## src/rtl/uart_pkg.sv

```systemverilog
// Shared definitions for the UART word link: byte width, echo TX state
// encoding and a width helper for counters and pointers.
package uart_pkg;

  localparam int unsigned UART_BYTE_W = 8;

  typedef enum logic [1:0] {
    TX_IDLE,
    TX_WAIT,
    TX_BUSY
  } tx_state_t;

  // Bits needed to hold values 0..value-1; never less than 1 so that
  // degenerate parameters still give a legal vector.
  function automatic int unsigned clog2(input int unsigned value);
    int unsigned r;
    r = 1;
    while ((64'(1) << r) < 64'(value)) r++;
    return r;
  endfunction

endpackage

```

## src/rtl/uart_echo_fifo.sv

```systemverilog
// Small synchronous byte FIFO buffering echo bytes for uart_tx.
//   clk, rst_n : clock, async active-low reset (clears pointers)
//   push       : write push_data (accepted when not full, or when popping)
//   push_data  : byte to enqueue
//   pop        : remove head (ignored when empty)
//   head_c     : current head byte, combinational read of the storage
//   full/empty : registered occupancy flags
module uart_echo_fifo
  import uart_pkg::*;
#(
  parameter int unsigned DEPTH = 4
) (
  input  logic                   clk,
  input  logic                   rst_n,
  input  logic                   push,
  input  logic [UART_BYTE_W-1:0] push_data,
  input  logic                   pop,
  output logic [UART_BYTE_W-1:0] head_c,
  output logic                   full,
  output logic                   empty
);

  localparam int unsigned PTR_W = clog2(DEPTH);
  localparam int unsigned CNT_W = PTR_W + 1;

  logic [UART_BYTE_W-1:0] mem [DEPTH];
  logic [PTR_W-1:0]       wr_ptr;
  logic [PTR_W-1:0]       rd_ptr;
  logic [CNT_W-1:0]       count;
  logic [CNT_W-1:0]       count_nxt;
  logic                   do_push;
  logic                   do_pop;

  // A pop frees a slot in the same cycle, so a full FIFO still takes a push.
  assign do_pop  = pop & ~empty;
  assign do_push = push & (~full | do_pop);
  assign head_c  = mem[rd_ptr];

  // Occupancy after this cycle's push/pop.
  always_comb begin
    count_nxt = count;
    if (do_push && !do_pop) begin
      count_nxt = count + CNT_W'(1);
    end else if (do_pop && !do_push) begin
      count_nxt = count - CNT_W'(1);
    end
  end

  // Pointers and flags; DEPTH is a power of two so pointers wrap naturally.
  always_ff @(posedge clk or negedge rst_n) begin
    if (!rst_n) begin
      wr_ptr <= '0;
      rd_ptr <= '0;
      count  <= '0;
      full   <= 1'b0;
      empty  <= 1'b1;
    end else begin
      if (do_push) wr_ptr <= wr_ptr + PTR_W'(1);
      if (do_pop)  rd_ptr <= rd_ptr + PTR_W'(1);
      count <= count_nxt;
      full  <= (count_nxt == CNT_W'(DEPTH));
      empty <= (count_nxt == '0);
    end
  end

  // Storage needs no reset; the pointers define what is valid.
  always_ff @(posedge clk) begin
    if (do_push) mem[wr_ptr] <= push_data;
  end

endmodule

```

## src/rtl/uart_word_link.sv

```systemverilog
// Collects DATA_BYTES bytes from uart_rx into a word offered on a
// valid/ready handshake, drops stale partial words after an inter-byte
// timeout, and optionally echoes received bytes to uart_tx.
//   rx_valid/rx_data     : byte strobe and data from uart_rx
//   word_data/word_valid : assembled word, held until word_ready
//   word_ready           : consumer accept
//   echo_en              : enable echo pushes
//   tx_busy              : uart_tx shifting
//   tx_wr_en/tx_data     : one-cycle write to uart_tx
//   byte_cnt             : bytes held in the current partial word
//   timeout_evt          : one-cycle pulse when a partial word is discarded
//   overflow/echo_drop   : sticky loss flags, cleared by status_clr
module uart_word_link
  import uart_pkg::*;
#(
  parameter int unsigned DATA_BYTES  = 2,
  parameter int unsigned MSB_FIRST   = 1,
  parameter int unsigned TIMEOUT_CYC = 1000000,
  parameter int unsigned ECHO_DEPTH  = 4
) (
  input  logic                              clk,
  input  logic                              rst_n,
  input  logic                              rx_valid,
  input  logic [UART_BYTE_W-1:0]            rx_data,
  output logic [UART_BYTE_W*DATA_BYTES-1:0] word_data,
  output logic                              word_valid,
  input  logic                              word_ready,
  input  logic                              echo_en,
  input  logic                              tx_busy,
  output logic                              tx_wr_en,
  output logic [UART_BYTE_W-1:0]            tx_data,
  output logic [2:0]                        byte_cnt,
  output logic                              timeout_evt,
  output logic                              overflow,
  output logic                              echo_drop,
  input  logic                              status_clr
);

  localparam int unsigned WORD_W   = UART_BYTE_W * DATA_BYTES;
  localparam int unsigned TMO_W    = clog2(TIMEOUT_CYC);
  localparam int unsigned TMO_LAST = (TIMEOUT_CYC == 0) ? 0 : TIMEOUT_CYC - 1;

  logic [WORD_W-1:0]      acc;
  logic [WORD_W-1:0]      acc_nxt;
  logic [TMO_W-1:0]       tmo_cnt;
  logic                   last_byte;
  logic                   word_done;
  logic                   xfer;
  logic                   tmo_fire;
  logic                   echo_push;
  logic                   fifo_pop;
  logic                   fifo_full;
  logic                   fifo_empty;
  logic [UART_BYTE_W-1:0] fifo_head;
  tx_state_t              tx_state;

  // Accumulator with the incoming byte placed in slot byte_cnt; slot 0 is
  // the word's top byte when MSB_FIRST, its bottom byte otherwise.
  always_comb begin
    acc_nxt = acc;
    for (int unsigned i = 0; i < DATA_BYTES; i++) begin
      if (byte_cnt == 3'(i)) begin
        if (MSB_FIRST != 0) begin
          acc_nxt[(DATA_BYTES-1-i)*UART_BYTE_W +: UART_BYTE_W] = rx_data;
        end else begin
          acc_nxt[i*UART_BYTE_W +: UART_BYTE_W] = rx_data;
        end
      end
    end
  end

  assign last_byte = (byte_cnt == 3'(DATA_BYTES - 1));
  assign word_done = rx_valid & last_byte;
  assign xfer      = word_valid & word_ready;
  // A byte arriving in the expiry cycle wins over the timeout.
  assign tmo_fire  = (TIMEOUT_CYC != 0) && !rx_valid && (byte_cnt != 3'd0) &&
                     (tmo_cnt == TMO_W'(TMO_LAST));

  // Byte collection and inter-byte timeout.
  always_ff @(posedge clk or negedge rst_n) begin
    if (!rst_n) begin
      acc         <= '0;
      byte_cnt    <= 3'd0;
      tmo_cnt     <= '0;
      timeout_evt <= 1'b0;
    end else begin
      timeout_evt <= tmo_fire;
      if (rx_valid) begin
        acc      <= acc_nxt;
        byte_cnt <= last_byte ? 3'd0 : byte_cnt + 3'd1;
        tmo_cnt  <= '0;
      end else if (tmo_fire) begin
        byte_cnt <= 3'd0;
        tmo_cnt  <= '0;
      end else if (byte_cnt != 3'd0) begin
        tmo_cnt  <= tmo_cnt + TMO_W'(1);
      end
    end
  end

  // Output word register; a completing word loads only when the register
  // is free or being emptied this cycle, otherwise it is counted as lost.
  always_ff @(posedge clk or negedge rst_n) begin
    if (!rst_n) begin
      word_data  <= '0;
      word_valid <= 1'b0;
      overflow   <= 1'b0;
    end else begin
      if (word_done && (!word_valid || word_ready)) begin
        word_data  <= acc_nxt;
        word_valid <= 1'b1;
      end else if (xfer) begin
        word_valid <= 1'b0;
      end
      overflow <= (word_done & word_valid & ~word_ready) | (overflow & ~status_clr);
    end
  end

  assign echo_push = echo_en & rx_valid;
  assign fifo_pop  = (tx_state == TX_IDLE) & ~fifo_empty & ~tx_busy;

  uart_echo_fifo #(
    .DEPTH (ECHO_DEPTH)
  ) u_echo_fifo (
    .clk       (clk),
    .rst_n     (rst_n),
    .push      (echo_push),
    .push_data (rx_data),
    .pop       (fifo_pop),
    .head_c    (fifo_head),
    .full      (fifo_full),
    .empty     (fifo_empty)
  );

  // Echo TX pacing; TX_WAIT covers the cycle before uart_tx raises tx_busy.
  always_ff @(posedge clk or negedge rst_n) begin
    if (!rst_n) begin
      tx_state  <= TX_IDLE;
      tx_wr_en  <= 1'b0;
      tx_data   <= '0;
      echo_drop <= 1'b0;
    end else begin
      tx_wr_en  <= fifo_pop;
      if (fifo_pop) tx_data <= fifo_head;
      echo_drop <= (echo_push & fifo_full & ~fifo_pop) | (echo_drop & ~status_clr);
      case (tx_state)
        TX_IDLE: if (fifo_pop) tx_state <= TX_WAIT;
        TX_WAIT: tx_state <= TX_BUSY;
        TX_BUSY: if (!tx_busy) tx_state <= TX_IDLE;
        default: tx_state <= TX_IDLE;
      endcase
    end
  end

endmodule

```

## config.mk

```make
export PLATFORM = sky130hd
export DESIGN_NAME = uart_word_link
export DESIGN_NICKNAME = d
export VERILOG_FILES = /design/src/rtl/uart_pkg.sv /design/src/rtl/uart_echo_fifo.sv /design/src/rtl/uart_word_link.sv
export SDC_FILE = /design/constraint.sdc
export NUM_CORES = 1
export LEC_CHECK = 0
export CAP_MARGIN = 20
export CORE_ASPECT_RATIO = 0.75
export CORE_UTILIZATION = 25
export CTS_BUF_LIST = sky130_fd_sc_hd__clkbuf_4
export DETAILED_ROUTE_END_ITERATION = 8
export PLACE_DENSITY = 0.39
export SLEW_MARGIN = 20
export SYNTH_ARGS = -nofsm -noshare
export SYNTH_HDL_FRONTEND = slang
export SYNTH_SLANG_ARGS = --single-unit
```

## constraint.sdc

```tcl
create_clock -name clk -period 2.4 [get_ports clk]
set_input_delay 0.48 -clock clk [delete_from_list [all_inputs] [get_ports clk]]
set_output_delay 0.48 -clock clk [all_outputs]
set_load 0.02 [all_outputs]
```

* Word-level counts from Yosys, hierarchy flattened
Memory sizes are Yosys's and may differ from the RTL's. A register that Yosys moved wholly into a read port is not among the register bits.
Index checks and enable logic that the tools add are counted.
** Word-level totals
- Register bits :: 71
- Bits in writable memories :: 32
- Input bits :: 15
- Output and inout bits :: 32
- Logic and storage cells :: 87
- Memories kept :: 1
** Memory list
- u_echo_fifo.mem :: words 4, bits a word 8, read ports 1, clocked after Yosys merged registers in 1, write ports 1, line uart_echo_fifo.sv:26 : logic [UART_BYTE_W-1:0] mem [DEPTH];
** Operators by class
- Add/sub/neg operators :: 6
- Equal/unequal tests :: 7
- Mux-type cells :: 17
- Bitwise logic cells :: 22
- Reductions and logical operators :: 19
** Operators with widths (count)
- $mux W20 :: 3
- $add A20 B1 Y20 const B :: 1
- $eq A20 B20 Y1 const B :: 1
- $mux W16 :: 1
- $mux W3 :: 5
- $and A1 B1 Y1 :: 13
- $mux W8 :: 1
- $add A3 B1 Y3 const B :: 2
- $logic_not A3 Y1 :: 2
- $not A1 Y1 :: 6
- $pmux W2 S3 :: 1
- $reduce_bool A3 Y1 :: 2
- $logic_and A1 B1 Y1 :: 5
- $logic_not A1 Y1 :: 5
- $add A2 B1 Y2 const B :: 2
- $mux W1 :: 4
- $mux W2 :: 2
- $ne A2 B2 Y1 const B :: 2
- $reduce_bool A2 Y1 :: 2
- $eq A3 B1 Y1 const B :: 1
- $eq A3 B3 Y1 const B :: 1
- $or A1 B1 Y1 :: 3
- $sub A3 B1 Y3 const B :: 1
- $eq A2 B1 Y1 const B :: 1
- 4 further kinds :: 4

* Depth between registers and ports, before layout
Gate-level depths: netlist (run 1).
- Depth after elaboration :: 11
- Mapped depth :: 8
- Gate-level depth less buffers :: 5

* Cells and area by module
From an unflattened synthesis (run 1), not the netlist that was laid out.
** Second synthesis, totals
- Cells, all modules :: 334
- Area total of the unflattened synthesis :: 4413.0 sq um
** By module, submodules not included
- uart_word_link :: times used 1, cells each 247, area each 2735.1 sq um
- uart_echo_fifo :: times used 1, cells each 87, area each 1677.9 sq um

* Worst setup path after synthesis (run 1)
No wires, ideal clock.
- Path kind :: register to register
- From :: register tx_state[1]
- To :: memory u_echo_fifo.mem[0][0], enable pin
- Library setup time :: 0.332 ns
- Data arrival time :: 1.676 ns
- Path slack :: 0.392 ns
- Stages on the path, launching flop included :: 5
- Path buffers :: 1
- Clock period less this slack :: 2.008 ns
- Cell sequence :: dfrtp_1 or4_4 buf_6 a21oi_1 and2_1
** On the way
- Cells in the longest elaborated chain, start to end :: 8
** Ends and longest elaborated chain
- from (decl) :: line uart_word_link.sv:55 : tx_state_t tx_state;
- from (signal assigned) :: line uart_word_link.sv:138 : tx_state <= TX_IDLE;
- from (signal assigned) :: line uart_word_link.sv:147 : TX_IDLE: if (fifo_pop) tx_state <= TX_WAIT;
- from (signal assigned) :: line uart_word_link.sv:148 : TX_WAIT: tx_state <= TX_BUSY;
- $logic_not A2 Y1 :: line uart_word_link.sv:120 : assign fifo_pop = (tx_state == TX_IDLE) & ~fifo_empty & ~tx_busy;
- $and A1 B1 Y1 (2 in a row) :: line uart_word_link.sv:120
- $and A1 B1 Y1 :: line uart_echo_fifo.sv:35 : assign do_pop = pop & ~empty;
- $or A1 B1 Y1 :: line uart_echo_fifo.sv:36 : assign do_push = push & (~full | do_pop);
- $and A1 B1 Y1 :: line uart_echo_fifo.sv:36
- $mux W1 :: line uart_echo_fifo.sv:68 : if (do_push) mem[wr_ptr] <= push_data;
- $mux W1 (implied by the code) :: line uart_echo_fifo.sv:68
- to (decl) :: line uart_echo_fifo.sv:26
Every way passes these cells.

* Worst setup path after layout (run 1)
- From :: register byte_cnt[0]
- To :: output byte_cnt[0]
** RTL lines
- from (decl) :: line uart_word_link.sv:32 : output logic [2:0] byte_cnt,
- from (signal assigned) :: line uart_word_link.sv:90 : byte_cnt <= last_byte ? 3'd0 : byte_cnt + 3'd1;
No word-level cell between the ends.

==> impl_metrics.json, run 1 <==
{
  "status": "completed",
  "hold_buffers": 1,
  "end_kind": "output pin",
  "design.core.area_um2": 17130,
  "cts.sinks": 103,
  "gp_congestion": 0.7376,
  "drtPass1Iterations": 4,
  "grt_pass1_vias": 2950,
  "ctsRootBufferMaster": "clkbuf_4",
  "yosysMostFrequentCell": "dfrtp_1",
  "final_layout_size_suffix_gt1_share_pct": 17.02,
  "via_count": 2901,
  "maxSlewViolCount": 0,
  "dieWidth_um": 156.1,
  "synth_seq_cells": 103,
  "cap_violations": 0,
  "p_per_area_nw_per_um2": 1032,
  "r2r_start": "tx_state[1]",
  "slew_headroom_pct": 61.10,
  "max_freq_ghz": 0.4432,
  "hpwl_um": 6875,
  "p_leak_nw": 2.142,
  "numPortBuffers": 46,
  "syn-num-nets": 384,
  "avgRoutedWirePerCell_um": 14.86,
  "cp_data_required_time_ns": 1.92,
  "crit_path_max_fanout": 13,
  "synth_ff_type": "dfrtp_1",
  "hold_viol_final": 0,
  "netlist_instances": 362,
  "final_util_pct": 32.18,
  "htreeDepth": 3,
  "avgSynthCellArea_um2": 12.29,
  "cts_buffers": 9,
  "slowest_stage": "clkdlybuf4s50_1",
  "crit_family": "buffers and inverters",
  "die-area_um2": 18350,
  "rsz0062_at_grt": "no",
  "postCtsSetupBuffers": 0,
  "areaGrowthSynthToFinish_pct": 23.90,
  "fp.dieH_um": 117.6,
  "cpPeakStageDelay_ns": 0.68,
  "cts.clk_slew.worst_paths_ns": 0.18,
  "path_depth": 1,
  "start_util_pct": 25.97,
  "drt-total-wl_um": 9880,
  "peakVddDrop_mv": 0.3086,
  "grt_pass1_wl_um": 16350,
  "cp_num_buf_inv": 1,
  "yosys-top-cells-count": "70 x dfrtp_1, 56 x nand2_1, 32 x edfxtp_1",
  "setup_violations": 0,
  "n_antenna_cell": 0,
  "clockBufferDepth": 2,
  "cts_resized": 0,
  "route.detailed.drc": 0,
  "drt_iter0_drc": 157,
  "min_period_over_period_pct": 94.02,
  "yosysTopAreaCellShare_pct": 39.36,
  "syn_area_um2": 4451,
  "finalSetupTns_ns": 0,
  "synth_area_leaders": "dfrtp_1 39%, edfxtp_1 22%, nand2_1 4.7%",
  "antenna_found_initial": 0,
  "ant_nets": 0,
  "critPathKind": "reg2out",
  "grt_max_degree": 31,
  "skew_ns": 0.01788,
  "cts_tree": "done",
  "worst_r2r_path_depth": 5,
  "via_per_inst": 4.362,
  "ys_seq_area_share_pct": 61.54,
  "path_cells": "clkdlybuf4s50_1",
  "nets": 446,
  "num_io_pins": 47,
  "fp-row-count": 41,
  "yosys.area.top_type": "dfrtp_1",
  "tightestPinTransition_ns": 0.5835,
  "clkLatencyLatePin_ns": 0.48,
  "synth-async-reset-ratio_pct": 68.93,
  "grt_usage_pct": 11.79,
  "reg2reg_to": "u_echo_fifo.mem[2][6]",
  "yosys_warnings": 0,
  "hold_class": "in2async",
  "ys_types": 46,
  "r2r_setup_slack_ns": 0.49,
  "crit_path_start_kind": "register",
  "period_needed_ns": 2.256,
  "synth_edf_count": 32,
  "crit_arrival_ns": 1.78,
  "grt_overflow": 0
}
==> registers in the layout, indices dropped and copies added, names as in the netlist <==
signal	flops
word_data	16
u_echo_fifo.count	3
timeout_evt	1
tx_state	2
acc	8
tx_wr_en	1
u_echo_fifo.wr_ptr	2
tx_data	8
u_echo_fifo.rd_ptr	2
u_echo_fifo.full	1
echo_drop	1
word_valid	1
byte_cnt	3
u_echo_fifo.empty	1
overflow	1
u_echo_fifo.mem	32
tmo_cnt	20
==> kinds of logic after synthesis <==
kind of cell | after synthesis | synth area share, %
flip-flops | 103 | 61.54
buffers and inverters | 30 | 2.980
XOR/XNOR | 18 | 3.542
adder cells (fa/ha/maj) | 7 | 1.968
AND/OR/NAND/NOR | 138 | 15.29
multiplexers | 24 | 8.097
AO/OA/AOI/OAI | 42 | 6.579
==> cell type report <==
cell class,count,area (um2)
clock inverters,7,62.56
inverters,12,50.05
repair buffers,69,720.7
fillers,1738,11620
well taps,236,295.3
flip-flops and latches,103,2739
multi-input cells,229,1579
clock buffers,9,67.56
==> through the flow <==
step / cell area [um2] / cells / setup slack [ns] / hold WS, ns / total power [mW]
2_1_floorplan: 4451 / 362 / 0.3923 / 0.1844 / 3.954
3_3_place_gp: 5374 / 648 / 0.07725 / 0.4559 / 4.877
3_5_place_dp: 5374 / 648 / 0.06933 / 0.4573 / 4.903
4_1_cts: 5514 / 665 / 0.09293 / 0.4373 / 5.817
5_1_grt: 5514 / 665 / 0.02177 / 0.4478 / 6.102
6_report: 5514 / 665 / 0.1435 / 0.4743 / 5.691
==> placed cells by master (no fill, tap or decap), drive strengths merged, types with 2 or more instances in the layout <==
master         synthesis  final
dfrtp                 70     70
nand2                 56     56
clkdlybuf4s50          0     45
edfxtp                32     32
nor2                  28     28
buf                    8     23
mux2                  16     16
inv                   11     15
xnor2                 10     10
nand3                 10     10
a31oi                  9      9
clkbuf                10      9
a21oi                  8      8
o21ai                  8      8
xor2                   8      8
mux4                   8      8
ha                     7      7
nand4                  7      7
nor3                   6      6
o31ai                  6      6
nor4                   5      5
and2                   5      5
or3                    5      5
or4                    4      4
clkinv                 1      3
and3                   3      3
and4                   3      3
o22ai                  3      3
o311ai                 3      3
nor4b                  2      2
nor4bb                 2      2
==> power by group <==
group	internal, mW	switching, mW	total (mW)
registers	2.28	0.383	2.66
clock network	0.236	0.641	0.877
logic	1.11	1.05	2.15
total	3.62	2.07	5.69
==> how the worst max path moves through the flow <==
| stage | start | endpoint | slack [ns] |
|---|---|---|---|
| after global placement | tx_busy | u_echo_fifo.mem[2][4] | 0.08 |
| after detailed placement | rx_valid | tmo_cnt[18] | 0.07 |
| final | byte_cnt[0] | byte_cnt[0] | 0.14 |
| after floorplan | tx_state[1] | u_echo_fifo.mem[0][0] | 0.39 |
| after global routing | byte_cnt[0] | byte_cnt[0] | 0.02 |
| after CTS | byte_cnt[0] | byte_cnt[0] | 0.09 |
==> routing by layer <==
metal	global-route usage [%]	wire length (um)	up-vias
li1	-	-	1417
met1	16.26	4972	1443
met2	17.55	4449	36
met3	4.161	379	5
met4	2.757	79	0
met5	0	0	-
(Power assumes the default switching activity.)
==> run 2: changes to the inputs <==
ABC_CLOCK_PERIOD_IN_PS = 2400   (was not set)
==> results of run 2 <==
Same layout as run 1: the final DEF is identical, and so are final timing and power.
==> edit 1 (config.mk and constraints of run 1) <==
Make the reset (`rst_n`) synchronous in 4 clocked blocks. Comments in the files are not updated.
--- a/src/rtl/uart_echo_fifo.sv
+++ b/src/rtl/uart_echo_fifo.sv
@@ -47,7 +47,7 @@
   end
 
   // Pointers and flags; DEPTH is a power of two so pointers wrap naturally.
-  always_ff @(posedge clk or negedge rst_n) begin
+  always_ff @(posedge clk) begin
     if (!rst_n) begin
       wr_ptr <= '0;
       rd_ptr <= '0;
--- a/src/rtl/uart_word_link.sv
+++ b/src/rtl/uart_word_link.sv
@@ -77,7 +77,7 @@
                      (tmo_cnt == TMO_W'(TMO_LAST));
 
   // Byte collection and inter-byte timeout.
-  always_ff @(posedge clk or negedge rst_n) begin
+  always_ff @(posedge clk) begin
     if (!rst_n) begin
       acc         <= '0;
       byte_cnt    <= 3'd0;
@@ -100,7 +100,7 @@
 
   // Output word register; a completing word loads only when the register
   // is free or being emptied this cycle, otherwise it is counted as lost.
-  always_ff @(posedge clk or negedge rst_n) begin
+  always_ff @(posedge clk) begin
     if (!rst_n) begin
       word_data  <= '0;
       word_valid <= 1'b0;
@@ -133,7 +133,7 @@
   );
 
   // Echo TX pacing; TX_WAIT covers the cycle before uart_tx raises tx_busy.
-  always_ff @(posedge clk or negedge rst_n) begin
+  always_ff @(posedge clk) begin
     if (!rst_n) begin
       tx_state  <= TX_IDLE;
       tx_wr_en  <= 1'b0;
Function: differs if rst_n is asserted again (counterexample within 4 cycles, from zero or initial values and one cycle with rst_n low); with rst_n held inactive, the same outputs for 10 cycles.
==> edit 1 against run 1 <==
- synthesized area shrank 6.1%
- synthesized cell count grew 13%
- clock skew shrank 2.3 ps
- design area shrank 7.4%
- utilization shrank 0.60 points
- wire length shrank 2.3%
- global-route usage grew 0.17 points
- count of clock-buffer cells in the layout grew 1
- sequential cell count is the same
- worst setup slack gained 66 ps
- largest cell class unchanged
Power is not compared: it rests on default switching activity, and its combinational part moved more than twofold at a synthesized area within 25%.
==> edit 1: results <==
[synthesis]
synth_compound_area_frac = 0.0787
syn_nets = 432
synthDistinctLibCells = 41
synth_xor_area_frac = 0.0461
synth_edf_count = 32
yosysSeqAreaShare = 0.570
synth_area_leaders = dfxtp_1 34%, edfxtp_1 23%, nand2_1 7.5%
netlist_top_cells_count = 84 x nand2_1, 71 x dfxtp_1, 45 x nor2_1
async_reset_ff_frac = 0
synthCells = 410
yosys.area_share.adder = 0.0210
synth_flop_cell = dfxtp_1
synth_mux_area_frac = 0.0503

[drt]
wl_met2_um = 4230
firstDrtPassIters = 4
wl_met3_um = 350
met1Wirelength_um = 5000
viasPerCell = 4.45
wl_per_cell_um = 14.3
dr.first_iter.drc_count = 137

[final_layout]
drive_gt1_frac = 0.103
nNetsFinal = 484
max_flop_register = u_echo_fifo.mem
antennaDiodeCount = 0
fin_cells = 677
fillers = 1674
top_regs = u_echo_fifo.mem: 32 flops, tmo_cnt: 20 flops, word_data: 16 flops

[global_routing]
grt_max_degree = 40
grt_pass1_wl_um = 15500
grtUsageTotal = 0.120
first_global_vias = 2940
antenna_found_initial = 0

[critical_path]
r2r_end = u_echo_fifo.mem[3][0]$_DFFE_PP_
reg2reg_from = tx_state[1]$_SDFFE_PN0P_
crit_arrival_ps = 1710
crit_fanout = 10
cpPeakStageDelay_ps = 690
critPathSlowestCell = clkdlybuf4s50_1
ff2ff_path_depth = 3

[worst_hold_path]
hold_path_depth = 2
min_to = tx_data[4]$_SDFFE_PN0N_
hold_class = flip-flop to flip-flop
worstHoldStart = tx_data[4]$_SDFFE_PN0N_

[timing]
max_slew_margin = 0.578
fin_ws_ps = 209
whs_ps = 466
fin_worst_skew_ps = 15.6

[cts]
clock_latency_ps = 460
cts_root_buf = clkbuf_4
clock_tree.buffer_depth = 2
cts_resized = 0
numCtsBuffers = 9

[placement]
gp_congestion = 0.765
place_inst = 661
place_ws_ps = 25.8
dpl.hpwl_um = 6850
place_area_um2 = 4980

[power]
power.leakage_nw = 1.69
ir_drop_uv = 203

[run_status]
status = completed
## edit 1: worst max path at each step
stage	startpoint	cells past startpoint	slack, ps	endpoint
after floorplan	tx_busy	4	490	u_echo_fifo.mem[0][0]$_DFFE_PP_
after global placement	tx_busy	4	50	u_echo_fifo.mem[2][4]$_DFFE_PP_
after detailed placement	tx_busy	4	30	u_echo_fifo.mem[3][5]$_DFFE_PP_
after CTS	byte_cnt[0]$_SDFFE_PN0P_	1	140	byte_cnt[0]
after global routing	byte_cnt[0]$_SDFFE_PN0P_	1	90	byte_cnt[0]
final	byte_cnt[0]$_SDFFE_PN0P_	1	210	byte_cnt[0]
## edit 1: power groups by stage
stage	Clock [mW]	Combinational, mW	Sequential, mW
finish	0.832	0.651	2.01
global route	0.936	0.726	2.03
CTS	0.884	0.663	2.02
detailed placement	0	0.661	2.06
global placement	0	0.664	2.05
floorplan	0	0.402	2.05
## edit 1: cell type report
cell class                      instances  area, µm²  area share
Inverter                                7       26.3     0.00515
Clock buffer                           10       75.1      0.0147
Multi-Input combinational cell        280       1690       0.331
Clock inverter                          6       46.3     0.00907
Sequential cell                       103       2380       0.467
Tap cell                              210        263      0.0515
Timing Repair Buffer                   61        623       0.122
## edit 1: kinds of logic (layout without fill, tap and decap cells)
group / Yosys count / after routing
multiplexers: 11 / 11
adder cells (fa/ha/maj): 7 / 7
AND/OR/NAND/NOR: 187 / 187
AO/OA/AOI/OAI: 53 / 53
XOR/XNOR: 22 / 22
buffers and inverters: 27 / 84
flip-flops: 103 / 103
## edit 1: metal layers
layer	vias up	GRT usage
met5	-	0
li1	1522	-
met2	43	0.177
met4	0	0.0320
met3	7	0.0320
met1	1441	0.171
## edit 1: worst min-delay path: stages, from the launching register on
cell     delay, ps
dfxtp_1        340
nand2_1         50
a21oi_1         50
==> edit 2 (settings of run 1) <==
Without the edit above. `MSB_FIRST`: 1 -> 0.
--- a/src/rtl/uart_word_link.sv
+++ b/src/rtl/uart_word_link.sv
@@ -14,7 +14,7 @@
   import uart_pkg::*;
 #(
   parameter int unsigned DATA_BYTES  = 2,
-  parameter int unsigned MSB_FIRST   = 1,
+  parameter int unsigned MSB_FIRST   = 0,
   parameter int unsigned TIMEOUT_CYC = 1000000,
   parameter int unsigned ECHO_DEPTH  = 4
 ) (
Behaviour: not the same (Yosys sat finds a counterexample within 4 cycles, from zero or initial values and one cycle with rst_n low).
==> edit 2 against run 1 <==
- clock skew is 6.4 ps lower
- wire length fell by 0.68%
- global-route usage is 0.31 points lower
- design area decreased by 1.1%
- largest cell class unchanged
- sequential cell count unchanged
- synthesized area decreased by 0.96%
- non-clock buffer count grew 1
- total power down 1.7%
- critical path type unchanged
- critical endpoint unchanged
- worst setup slack gained 57 ps
- die area is 0.94% lower
==> edit 2: results <==
[critical_path]
startpoint = byte_cnt[0]$_DFFE_PN0P_
reg2reg_from = tmo_cnt[6]$_DFFE_PN0P_
crit_path_end = byte_cnt[0]
crit_fanout = 10
cpPeakStageDelay_ps = 690
crit_arrival_ps = 1720
crit_family = buffers and inverters
r2r_slack_ps = 260
r2r_end = tmo_cnt[8]$_DFFE_PN0P_

[synthesis]
async_reset_ff_frac = 0.689
syn-mean-instance-area_um2 = 12.8
synth_area_leaders = dfrtp_1 40%, edfxtp_1 22%, mux2_2 4.1%
synthDistinctLibCells = 45
netlist_top_cells_count = 70 x dfrtp_1, 36 x nand2_1, 32 x edfxtp_1
yosysSeqAreaShare = 0.621
syn_nets = 367

[drt]
vias = 2801
wl_per_cell_um = 15.1
viasPerCell = 4.30
dr.first_iter.drc_count = 134

[power]
ir_drop_uv = 378
p_seq_frac = 0.471
p_int_mw = 3.61
power.leakage_nw = 2.18
powerClk_mw = 0.824

[cts]
clock_latency_ps = 470
numCtsBuffers = 9
htree_num_levels = 3
clk_pin_slew_ps = 170

[final_layout]
drive_gt1_frac = 0.169
nNetsFinal = 432
fillers = 1736

[global_routing]
antenna_found_initial = 1
grt_pass1_wl_um = 15500
grtUsageTotal = 0.115
grt_max_degree = 61
grt_use_met3 = 0.0313
met1_usage = 0.172
gr-usage-met2 = 0.155

[placement]
place_area_um2 = 5330
place_inst = 634
io_buffers = 46
dpl.hpwl_um = 6790
gp_congestion = 0.731

[timing]
fin_worst_skew_ps = 11.4
worstMarginPinSlew_ps = 677

[run_status]
status = completed
==> edit 2: cell count changes in the layout (fill, tap and decap cells not counted), sizes merged, moves of 4 or more <==
cell	change
a31oi	-9
nor3	-4
nor4	-4
or4	+4
a21oi	+9
nand2	-20
mux2i	+10
==> edit 2: cell families after synthesis <==
kind of cell	Yosys count	synth area share
mux	34	0.104
compound gates	41	0.0582
flops	103	0.621
simple gates	114	0.132
fa+ha+maj	7	0.0199
buf+inv	29	0.0301
xor+xnor	17	0.0338
==> edit 2: through the flow <==
stage / TNS [ps] / hold slack (ps) / setup WS [ps] / total power [mW] / utilization
6_report: 0 / 356 / 200 / 5.59 / 0.320
5_1_grt: 0 / 322 / 85.9 / 5.99 / 0.320
4_1_cts: 0 / 303 / 134 / 5.70 / 0.320
3_5_place_dp: -289 / 338 / -12.8 / 4.84 / 0.313
3_3_place_gp: 0 / 335 / 10.1 / 4.80 / 0.313
2_1_floorplan: 0 / 184 / 394 / 3.89 / -
==> edit 2: repair_timing <==
| item | in CTS | in global routing |
|---|---|---|
| hold buffers | 1 | 0 |
| endpoints found under the hold margin | 11 | 0 |
| buffers inserted | 0 | 0 |
==> edit 2: cell type report <==
type                       count  area share
multi-input combinational    213       0.282
tap                          236      0.0541
timing repair buffer          70       0.131
sequential                   103       0.502
antenna                        1    0.000459
inverter                      13     0.00918
clock buffer                   9      0.0124
clock inverter                 7     0.00872
==> edit 2: routing by layer <==
layer,routed length (µm),vias to the layer above,share of wire
met2,3900,49,0.40
li1,-,1364,-
met3,288,7,0.029
met5,0,-,0
met1,5510,1381,0.56
met4,119,0,0.012
